$ cat src/rtl/pipeline_hazard_ctrl_if.sv
// Purpose: groups the ID/EXMEM/WB hazard inputs and pipeline-control outputs of pipeline_hazard_ctrl.
// Latency: wires only; no storage.
// Backpressure: none here; pcWrite/ifidWrite act as the front-end hold. HAZARD_PERF_EN adds perf counters.
interface pipeline_hazard_ctrl_if;
   // ID stage source operands
   logic [5:0]  rs1_ID;
   logic [5:0]  rs2_ID;
   logic        useRs1_ID;
   logic        useRs2_ID;
   // pending writes further down the pipe
   logic        regWrite_EX;
   logic [5:0]  rd_EX;
   logic        regWrite_WB;
   logic [5:0]  rd_WB;
   logic        redirect_WB;
   // pipeline control
   logic        pcWrite;
   logic        ifidWrite;
   logic        ifidFlush;
   logic        idexFlush;
   logic        stall;
   logic [1:0]  state;
   logic        hazardErr;
`ifdef HAZARD_PERF_EN
   logic [31:0] stallCount;
   logic [31:0] flushCount;
`endif

   // pipeline side: supplies register indices, consumes control
   modport master (
      output rs1_ID, rs2_ID, useRs1_ID, useRs2_ID,
             regWrite_EX, rd_EX, regWrite_WB, rd_WB, redirect_WB,
      input  pcWrite, ifidWrite, ifidFlush, idexFlush, stall, state, hazardErr
`ifdef HAZARD_PERF_EN
      , input stallCount, flushCount
`endif
   );

   // controller side
   modport slave (
      input  rs1_ID, rs2_ID, useRs1_ID, useRs2_ID,
             regWrite_EX, rd_EX, regWrite_WB, rd_WB, redirect_WB,
      output pcWrite, ifidWrite, ifidFlush, idexFlush, stall, state, hazardErr
`ifdef HAZARD_PERF_EN
      , output stallCount, flushCount
`endif
   );
endinterface

$ cat src/rtl/pipeline_hazard_ctrl.sv
// Purpose: IF/ID/EXMEM/WB sequencer: startup gating, RAW stall, redirect squash (HAZARD_PERF_EN adds perf counters).
// Latency: control outputs are Mealy, same cycle as the inputs; state and counters update at the clock edge.
// Backpressure: a RAW hazard holds PC and IF_ID and injects bubbles into ID_EXMEM; redirect beats hazard.
module pipeline_hazard_ctrl #(
   parameter int unsigned STARTUP_CYCLES   = 4,
   parameter int unsigned REDIRECT_BUBBLES = 1,
   parameter int unsigned R0_HARDWIRED     = 1,
   parameter int unsigned MAX_STALL        = 2
) (
   input  logic                   clock,
   input  logic                   reset_n,
   pipeline_hazard_ctrl_if.slave  hif
);

   typedef enum logic [1:0] {
      ST_HOLD  = 2'd0,
      ST_RUN   = 2'd1,
      ST_STALL = 2'd2,
      ST_FLUSH = 2'd3
   } state_t;

   // HOLD leaves on the edge where the edge count reaches STARTUP_CYCLES.
   localparam logic [15:0] START_LAST  = (STARTUP_CYCLES == 0) ? 16'd0 : 16'(STARTUP_CYCLES - 1);
   localparam logic [15:0] BUB_LOAD    = 16'(REDIRECT_BUBBLES);
   // Stall run length that flags an error; the counter saturates here.
   localparam logic [15:0] STALL_LIMIT = 16'(MAX_STALL + 1);
   // With no extra bubbles a redirect returns straight to RUN.
   localparam state_t      REDIR_NEXT  = (REDIRECT_BUBBLES == 0) ? ST_RUN : ST_FLUSH;
   localparam bit          R0_ZERO     = (R0_HARDWIRED != 0);

   state_t      state_q, state_d;
   logic [15:0] start_q, start_d;
   logic [15:0] bub_q, bub_d;
   logic [15:0] stall_cnt_q, stall_cnt_d;
   logic        err_q, err_d;

   logic        rs1_chk, rs2_chk, rs1_hit, rs2_hit, hazard;
   logic        pc_write, ifid_write, ifid_flush, idex_flush, stall;
   logic        err_set;

   // An operand only matters if the instruction reads it and it is not the hardwired zero register.
   assign rs1_chk = hif.useRs1_ID && !(R0_ZERO && (hif.rs1_ID == 6'd0));
   assign rs2_chk = hif.useRs2_ID && !(R0_ZERO && (hif.rs2_ID == 6'd0));

   // The register file writes at the edge, so a WB producer is still a hazard this cycle.
   assign rs1_hit = (hif.regWrite_EX && (hif.rs1_ID == hif.rd_EX)) ||
                    (hif.regWrite_WB && (hif.rs1_ID == hif.rd_WB));
   assign rs2_hit = (hif.regWrite_EX && (hif.rs2_ID == hif.rd_EX)) ||
                    (hif.regWrite_WB && (hif.rs2_ID == hif.rd_WB));
   assign hazard  = (rs1_chk && rs1_hit) || (rs2_chk && rs2_hit);

   // Next-state and Mealy control outputs; redirect outranks hazard in every active state.
   always_comb begin
      state_d    = state_q;
      start_d    = start_q;
      bub_d      = bub_q;
      pc_write   = 1'b0;
      ifid_write = 1'b0;
      ifid_flush = 1'b0;
      idex_flush = 1'b0;
      stall      = 1'b0;
      case (state_q)
         ST_RUN, ST_STALL: begin
            if (hif.redirect_WB) begin
               pc_write   = 1'b1;
               ifid_write = 1'b1;
               ifid_flush = 1'b1;
               idex_flush = 1'b1;
               bub_d      = BUB_LOAD;
               state_d    = REDIR_NEXT;
            end else if (hazard) begin
               idex_flush = 1'b1;
               stall      = 1'b1;
               state_d    = ST_STALL;
            end else begin
               pc_write   = 1'b1;
               ifid_write = 1'b1;
               state_d    = ST_RUN;
            end
         end
         ST_FLUSH: begin
            pc_write   = 1'b1;
            ifid_write = 1'b1;
            ifid_flush = 1'b1;
            if (hif.redirect_WB) begin
               // a fresh redirect restarts the squash window
               idex_flush = 1'b1;
               bub_d      = BUB_LOAD;
               state_d    = REDIR_NEXT;
            end else if (bub_q <= 16'd1) begin
               // IF_ID holds a NOP here, so no hazard check is needed
               bub_d   = 16'd0;
               state_d = ST_RUN;
            end else begin
               bub_d = bub_q - 16'd1;
            end
         end
         default: begin
            // ST_HOLD: everything frozen, IF_ID/ID_EXMEM forced empty, redirects ignored
            ifid_flush = 1'b1;
            idex_flush = 1'b1;
            if (start_q >= START_LAST) begin
               start_d = 16'd0;
               state_d = ST_RUN;
            end else begin
               start_d = start_q + 16'd1;
            end
         end
      endcase
   end

   // Consecutive-stall run length; any non-stall cycle ends the run.
   always_comb begin
      stall_cnt_d = 16'd0;
      if (stall) begin
         stall_cnt_d = (stall_cnt_q == STALL_LIMIT) ? stall_cnt_q : stall_cnt_q + 16'd1;
      end
   end

   // The error shows in the cycle the run reaches its limit and then sticks until reset.
   assign err_set = stall && (stall_cnt_d == STALL_LIMIT);
   assign err_d   = err_q || err_set;

   // State, counters and sticky error.
   always_ff @(posedge clock or negedge reset_n) begin
      if (!reset_n) begin
         state_q     <= ST_HOLD;
         start_q     <= 16'd0;
         bub_q       <= 16'd0;
         stall_cnt_q <= 16'd0;
         err_q       <= 1'b0;
      end else begin
         state_q     <= state_d;
         start_q     <= start_d;
         bub_q       <= bub_d;
         stall_cnt_q <= stall_cnt_d;
         err_q       <= err_d;
      end
   end

   assign hif.pcWrite   = pc_write;
   assign hif.ifidWrite = ifid_write;
   assign hif.ifidFlush = ifid_flush;
   assign hif.idexFlush = idex_flush;
   assign hif.stall     = stall;
   assign hif.state     = state_q;
   assign hif.hazardErr = err_d;

`ifdef HAZARD_PERF_EN
   logic [31:0] stall_count_q, stall_count_d;
   logic [31:0] flush_count_q, flush_count_d;
   logic        redir_acc;

   // A redirect counts only once the pipeline is out of HOLD.
   assign redir_acc = hif.redirect_WB && (state_q != ST_HOLD);

   // Saturating event counters.
   always_comb begin
      stall_count_d = stall_count_q;
      flush_count_d = flush_count_q;
      if (stall && (stall_count_q != 32'hFFFF_FFFF)) begin
         stall_count_d = stall_count_q + 32'd1;
      end
      if (redir_acc && (flush_count_q != 32'hFFFF_FFFF)) begin
         flush_count_d = flush_count_q + 32'd1;
      end
   end

   // Counter registers.
   always_ff @(posedge clock or negedge reset_n) begin
      if (!reset_n) begin
         stall_count_q <= 32'd0;
         flush_count_q <= 32'd0;
      end else begin
         stall_count_q <= stall_count_d;
         flush_count_q <= flush_count_d;
      end
   end

   assign hif.stallCount = stall_count_q;
   assign hif.flushCount = flush_count_q;
`endif

endmodule
$ cat src/flat_wrapper.sv
// flat-port wrapper written by rule: the top's interface ports become plain ports
module pipeline_hazard_ctrl_flat 
#(
   parameter int unsigned STARTUP_CYCLES   = 4,
   parameter int unsigned REDIRECT_BUBBLES = 1,
   parameter int unsigned R0_HARDWIRED     = 1,
   parameter int unsigned MAX_STALL        = 2
)
  (clock, reset_n, hif_rs1_ID, hif_rs2_ID, hif_useRs1_ID, hif_useRs2_ID, hif_regWrite_EX, hif_rd_EX, hif_regWrite_WB, hif_rd_WB, hif_redirect_WB, hif_pcWrite, hif_ifidWrite, hif_ifidFlush, hif_idexFlush, hif_stall, hif_state, hif_hazardErr);
  pipeline_hazard_ctrl_if hif_i ();
  input  logic clock;
  input  logic reset_n;
  input wire logic [$bits(hif_i.rs1_ID)-1:0] hif_rs1_ID;
  input wire logic [$bits(hif_i.rs2_ID)-1:0] hif_rs2_ID;
  input wire logic [$bits(hif_i.useRs1_ID)-1:0] hif_useRs1_ID;
  input wire logic [$bits(hif_i.useRs2_ID)-1:0] hif_useRs2_ID;
  input wire logic [$bits(hif_i.regWrite_EX)-1:0] hif_regWrite_EX;
  input wire logic [$bits(hif_i.rd_EX)-1:0] hif_rd_EX;
  input wire logic [$bits(hif_i.regWrite_WB)-1:0] hif_regWrite_WB;
  input wire logic [$bits(hif_i.rd_WB)-1:0] hif_rd_WB;
  input wire logic [$bits(hif_i.redirect_WB)-1:0] hif_redirect_WB;
  output wire logic [$bits(hif_i.pcWrite)-1:0] hif_pcWrite;
  output wire logic [$bits(hif_i.ifidWrite)-1:0] hif_ifidWrite;
  output wire logic [$bits(hif_i.ifidFlush)-1:0] hif_ifidFlush;
  output wire logic [$bits(hif_i.idexFlush)-1:0] hif_idexFlush;
  output wire logic [$bits(hif_i.stall)-1:0] hif_stall;
  output wire logic [$bits(hif_i.state)-1:0] hif_state;
  output wire logic [$bits(hif_i.hazardErr)-1:0] hif_hazardErr;
  assign hif_i.rs1_ID = hif_rs1_ID;
  assign hif_i.rs2_ID = hif_rs2_ID;
  assign hif_i.useRs1_ID = hif_useRs1_ID;
  assign hif_i.useRs2_ID = hif_useRs2_ID;
  assign hif_i.regWrite_EX = hif_regWrite_EX;
  assign hif_i.rd_EX = hif_rd_EX;
  assign hif_i.regWrite_WB = hif_regWrite_WB;
  assign hif_i.rd_WB = hif_rd_WB;
  assign hif_i.redirect_WB = hif_redirect_WB;
  assign hif_pcWrite = hif_i.pcWrite;
  assign hif_ifidWrite = hif_i.ifidWrite;
  assign hif_ifidFlush = hif_i.ifidFlush;
  assign hif_idexFlush = hif_i.idexFlush;
  assign hif_stall = hif_i.stall;
  assign hif_state = hif_i.state;
  assign hif_hazardErr = hif_i.hazardErr;
  pipeline_hazard_ctrl #(.STARTUP_CYCLES(STARTUP_CYCLES), .REDIRECT_BUBBLES(REDIRECT_BUBBLES), .R0_HARDWIRED(R0_HARDWIRED), .MAX_STALL(MAX_STALL)) u_core (.clock(clock), .reset_n(reset_n), .hif(hif_i));
endmodule
$ cat config.mk
export PLATFORM = sky130hd
export DESIGN_NAME = pipeline_hazard_ctrl_flat
export DESIGN_NICKNAME = d
export VERILOG_FILES = /design/src/rtl/pipeline_hazard_ctrl_if.sv /design/src/rtl/pipeline_hazard_ctrl.sv /design/src/flat_wrapper.sv
export SDC_FILE = /design/constraint.sdc
export NUM_CORES = 1
export LEC_CHECK = 0
export CAP_MARGIN = 15
export CORE_MARGIN = 2
export CORE_UTILIZATION = 39
export DETAILED_ROUTE_END_ITERATION = 10
export PLACE_DENSITY = 0.64
export REMOVE_ABC_BUFFERS = 1
export SYNTH_ARGS = -nofsm -noshare
export SYNTH_HDL_FRONTEND = slang
export SYNTH_SLANG_ARGS = --single-unit
$ cat constraint.sdc
create_clock -name clock -period 7.4 [get_ports clock]
set_input_delay 0.74 -clock clock [delete_from_list [all_inputs] [get_ports clock]]
set_output_delay 0.74 -clock clock [all_outputs]
set_load 0.05 [all_outputs]
==> Yosys cells after proc, flatten, opt, wreduce, memory -nomap -nowiden <==
Cells that the tools add are included.
{ "word_totals": {"regBits": 51, "output_inout_bits": 8, "input_bits": 31, "word_cells": 67} }
{ "classes": {"n_eq_ne": 11, "n_addsub": 3, "magnitude_cmp": 2, "mux": 23, "reduce_logical": 23} }
{ "ops": {"columns": ["cell", "n"], "rows": [
  ["16-bit two-way mux", 6],
  ["16-bit by 1-bit adder with 16-bit output (second input constant)", 2],
  ["16-bit by 2-bit equality test with 1-bit output (second input constant)", 2],
  ["16-bit one-hot mux with 2 select lines", 1],
  ["6-bit equality test", 4],
  ["16-bit by 2-bit >= comparator with 1-bit output (second input constant)", 1],
  ["16-bit by 1-bit less-or-equal comparator with 1-bit output (second input constant)", 1],
  ["16-bit by 1-bit subtractor with 16-bit output (second input constant)", 1],
  ["6-bit logical NOT", 2],
  ["2-bit two-way mux", 5],
  ["1-bit logical AND", 9],
  ["1-bit two-way mux", 8],
  ["2-bit equality test (second input constant)", 2],
  ["1-bit logical OR", 4],
  ["1-bit one-hot mux with 2 select lines", 2],
  ["2-bit one-hot mux with 2 select lines", 1],
  ["2-bit AND reduction", 2],
  ["3-bit by 2-bit != test with 1-bit output (second input constant)", 1],
  ["3-bit nonzero test", 1],
  ["3-bit OR reduction", 1],
  ["2-bit by 1-bit equality test with 1-bit output (second input constant)", 1],
  ["1-bit logical NOT", 2],
  ["2-bit != test (second input constant)", 1],
  ["2-bit nonzero test", 1],
  ["2-bit OR reduction", 1]
]} }

==> Logic depth before layout (Yosys ltp) <==
{ "logic_depth": {"ltp_word": 12, "ltp_mapped": 9, "mapped_depth_nobuf": 8} }

==> Worst setup path before layout <==
OpenSTA, ideal clock, no wires.
{ "synth_path": {"path_kind": "input-to-output", "start": "input port hif_rs1_ID[4]", "end": "output port hif_pcWrite", "t_arrival_ps": 3351, "stages": 6, "required_ps": 6660, "path_buffers": 1, "slack_ps": 3309, "path_cell_list": "or4_1 o31a_1 a32oi_1 nor3_1 nor3_1 buf_4"} }
{ "synth_between": {"elab_chain_cells": 8, "word_cells_on_any_way": 13, "classes_between": "eq/ne (2); mux (3); reduce/logical (8)"} }
{ "synth_rtl": {"columns": ["item", "line", "source"], "rows": [
  ["start, declared", "flat_wrapper.sv:13", "input wire logic [$bits(hif_i.rs1_ID)-1:0] hif_rs1_ID;"],
  ["6-bit equality test (tied with other cells)", "pipeline_hazard_ctrl.sv:46", "assign rs1_hit = (hif.regWrite_EX && (hif.rs1_ID == hif.rd_EX)) ||"],
  ["1-bit logical AND (tied with other cells)", "pipeline_hazard_ctrl.sv:46", null],
  ["1-bit logical OR / 1-bit logical AND (equally long branches)", "pipeline_hazard_ctrl.sv:46, pipeline_hazard_ctrl.sv:42", null],
  ["1-bit logical AND (*)", "pipeline_hazard_ctrl.sv:50", "assign hazard = (rs1_chk && rs1_hit) || (rs2_chk && rs2_hit);"],
  ["1-bit logical OR (*)", "pipeline_hazard_ctrl.sv:50", null],
  ["1-bit two-way mux (*) (2 in a row)", null, null],
  ["1-bit one-hot mux with 2 select lines (*)", null, null],
  ["end, declared", "flat_wrapper.sv:22", "output wire logic [$bits(hif_i.pcWrite)-1:0] hif_pcWrite;"]
]} }
Mark *: on every way between the ends. The rest lies on a longest branch, timed or not.

==> Worst setup path in the final report <==
{ "layout_path": {"start": "input port hif_rs1_ID[4]", "end": "output port hif_stall"} }
{ "layout_between": {"elab_chain_cells": 8, "word_cells_on_any_way": 13, "classes_between": "eq/ne (2); mux (3); reduce/logical (8)"} }
{ "layout_rtl": {"columns": ["item", "line", "source"], "rows": [
  ["6-bit equality test (tied with other cells)", "pipeline_hazard_ctrl.sv:46", null],
  ["1-bit logical AND (tied with other cells)", "pipeline_hazard_ctrl.sv:46", null],
  ["1-bit logical OR / 1-bit logical AND (equally long branches)", "pipeline_hazard_ctrl.sv:46, pipeline_hazard_ctrl.sv:42", null],
  ["1-bit logical AND (*)", "pipeline_hazard_ctrl.sv:50", null],
  ["1-bit logical OR (*)", "pipeline_hazard_ctrl.sv:50", null],
  ["1-bit two-way mux (*)", "pipeline_hazard_ctrl.sv:71", "end else if (hazard) begin"],
  ["1-bit two-way mux (*)", "pipeline_hazard_ctrl.sv:64", "if (hif.redirect_WB) begin"],
  ["1-bit two-way mux (*)", "pipeline_hazard_ctrl.sv:62", "case (state_q)"],
  ["end, declared", "flat_wrapper.sv:26", "output wire logic [$bits(hif_i.stall)-1:0] hif_stall;"]
]} }
Marks and branches as above.

==> summary.txt <==
Clocking
  – Setup bufs post-CTS: 0
  – CTS Hold Bufs: 0
  – H-tree depth: 2
  – TritonCTS Buffers: 5
  – CTS tree: built
  – Clk sinks: approximately 50
  – Clock slew at reported path FFs: ~0.09 ns
  – CTS-repair resized insts: 0
  – Skew-Pair Late Insertion Delay: 0.30 ns
  – CTS root buf: clkbuf_8
  – Clock buffer depth: 2

Die
  – Num rows: 31
  – Die Area: between 0.008 and 0.009 mm²
  – Die Span X: between 90 and 100 µm
  – Placeable core area: 0.00729 mm²
  – Die H: 91.2 µm
  – Num ports: 39
  – Initial Util: 40.6%

Setup path
  – WP data arrival: between 3 and 4 ns
  – FF-to-FF path depth: 8
  – Crit path from: hif_rs1_ID[4]
  – CP Launch Type: input pin
  – Critical path's most frequent cell: clkdlybuf4s50_1
  – R2r endpoint: u_core.bub_q[9]$_DFFE_PN0P_
  – Worst path top cell family by delay: buffers and inverters
  – CP Capture Point: hif_stall
  – Maximum fanout along the worst path: 16
  – Largest stage delay on the critical path: 0.70 ns
  – WS Path Type: input pin to primary output
  – WP data required: between 6 and 7 ns
  – Slowest stage cell, crit path: clkdlybuf4s50_1
  – CP Depth: 7
  – RR Startpoint: u_core.hif.state[1]$_DFFE_PN0P_
  – Crit path cell chain: clkdlybuf4s50_1 > or4_1 > o31a_1 > a32oi_1 > or2_2 > inv_1 > clkdlybuf4s50_1
  – Worst Setup End Kind: primary output
  – CP Buf/Inv Count: 3
  – R2R setup slack: 4.84 ns

Detailed routing
  – Via count: 2331
  – Total length of routed wires: 5830 µm
  – DR WL/cell: about 13 µm
  – Pre-antenna DRT Iters: 4
  – Routed Antenna Nets: 0
  – Vias/cell: ~5.2
  – Residual DRC count: 0
  – First-iteration detailed-routing DRC count: roughly 160

Power
  – Max VDD drop: 0.000179 V
  – Leak: 1.46 nW
  – Final Power: ~0.0011 W
  – Power per cell area: ~320 mW/mm²

Global route
  – Vias in the first global route: ~2300
  – Pin count of the biggest net entering global routing: 52
  – Initial antenna violation count: 0
  – Remaining Overflow, GRT: 0
  – GRT Util Overall: roughly 15%
  – Wire length of the first global-routing pass: between 10000 and 15000 µm

Yosys
  – Cells after Synth: between 300 and 400
  – Seq/Total Area, Yosys: between 40% and 50%
  – Cell area after synthesis: 0.00296 mm²
  – Yosys warns: 0
  – Async SR Flop Fraction: 100%
  – Seq cells post-synth: 51
  – Syn avg cell area: ~9.3 µm²
  – Post-synth EDFFs: 0
  – Ys flop type: dfrtp_1
  – Netlist cell types: 47

Timing
  – Clk_skew: roughly 0.0052 ns
  – Setup TNS: 0 ns
  – Final Critical Period: 4.33 ns
  – Max Slew Vio Count: 0
  – Fmax: around 230 MHz
  – Final hold slack: about 0.48 ns
  – Period Utilization, post-route: 58.6%
  – Hold Vio Cnt, Final: 0
  – Slew @ Worst Pin: slightly below 0.7 ns
  – Final setup violation count: 0
  – Max transition margin: 54.7%
  – RSZ-0062 raised after global routing: no

Placement
  – Final HPWL DP: 4230 µm
  – Routability cong.: between 0.8 and 0.9
  – Placed insts: 440
  – I/O Buffers: 38

Final layout
  – Most common cell after layout, fill and taps aside: dfrtp_1
  – Layout area overhead: 18.2%
  – Most frequent cells in the layout: dfrtp_1, xnor2_1, nor2_1
  – Layout cells sized above 1: 5.73%
  – Fin util: 48.0%
  – Ant diodes: 0
  – Nets: 385
  – Non-Filler Instances: around 450

Outcome
  – Outcome: completed

Hold path
  – Min-Delay Path Class: register to register

Run
  – Max Cap Viol: 0
## worst min-delay path by stage
stage / endpoint / slack [ns] / cells after the start / startpoint
2_1_floorplan: u_core.bub_q[0]$_DFFE_PN0P_ / 0.44 / 0 / reset_n
3_3_place_gp: u_core.err_q$_DFF_PN0_ / 0.46 / 1 / u_core.err_q$_DFF_PN0_
3_5_place_dp: u_core.err_q$_DFF_PN0_ / 0.46 / 1 / u_core.err_q$_DFF_PN0_
5_1_grt: u_core.err_q$_DFF_PN0_ / 0.51 / 1 / u_core.err_q$_DFF_PN0_
6_report: u_core.err_q$_DFF_PN0_ / 0.48 / 1 / u_core.err_q$_DFF_PN0_
4_1_cts: u_core.err_q$_DFF_PN0_ / 0.48 / 1 / u_core.err_q$_DFF_PN0_
## state kept, by name (all words and copies together), names as in the netlist
signal / cells
u_core.bub_q: 16
u_core.stall_cnt_q: 16
u_core.err_q: 1
u_core.hif.state: 2
u_core.start_q: 16
## per-stage QoR
stage | setup WS (ns) | area, µm²
after floorplan | 2.75 | 2880
after CTS | 3.05 | 3500
after global routing | 2.91 | 3500
after global placement | 3.06 | 3390
final | 3.07 | 3500
after detailed placement | 3.06 | 3390
## where the power goes
group | switching (W) | total (W) | internal [W]
clock | 0.0000943 | 0.000195 | 0.000101
combinational | 0.000328 | 0.000568 | 0.000240
sequential | 0.0000405 | 0.000362 | 0.000321
## per-layer routing
layer | wire [µm] | share of wire [%] | track usage (%)
met2 | 2750 | 47 | 25.0
met3 | 245 | 4.2 | 3.32
met5 | 0 | 0 | 0
met4 | 89 | 1.5 | 4.42
met1 | 2750 | 47 | 19.8
## worst reg2reg max path, stage by stage (launching register included)
cell and delay (ns):
dfrtp_1 0.40, inv_1 0.06, ha_1 0.49, mux2i_1 0.15, nor4_1 0.52, nand2b_1 0.31
nor4_1 0.29, xnor2_1 0.16, nor2_1 0.05
## area by class of cell
type                    instances  area [µm²]
clock buffers                   5        68.8
clock inverters                 3        43.8
fillers                       718        3790
inverters                      12        45.0
multi-input cells             239        1560
flip-flops and latches         51        1280
well taps                      99         124
repair buffers                 39         383
## cell usage after synthesis, drive strengths merged (6+ instances only)
cell type,number,area (µm²)
a21oi,10,61.3
clkbuf,13,48.8
dfrtp,51,1280
ha,6,75.1
inv,12,45.0
nand2,18,67.6
nand3,10,50.1
nand4,10,62.6
nor2,42,158
nor2b,16,100
nor3,13,65.1
nor4,13,81.3
or3,6,47.5
xnor2,45,394
xor2,9,78.8
## logic make-up (layout without fill, tap and decap cells)
group / count (synthesis) / in the layout / share of synthesized area [%]
simple gates: 144 / 144 / 25.4
xor+xnor: 54 / 54 / 16.0
flops: 51 / 51 / 43.1
compound gates: 32 / 32 / 7.73
buf+inv: 29 / 59 / 4.22
fa+ha+maj: 6 / 6 / 2.53
mux: 3 / 3 / 1.06
(Power assumes the default switching activity.)
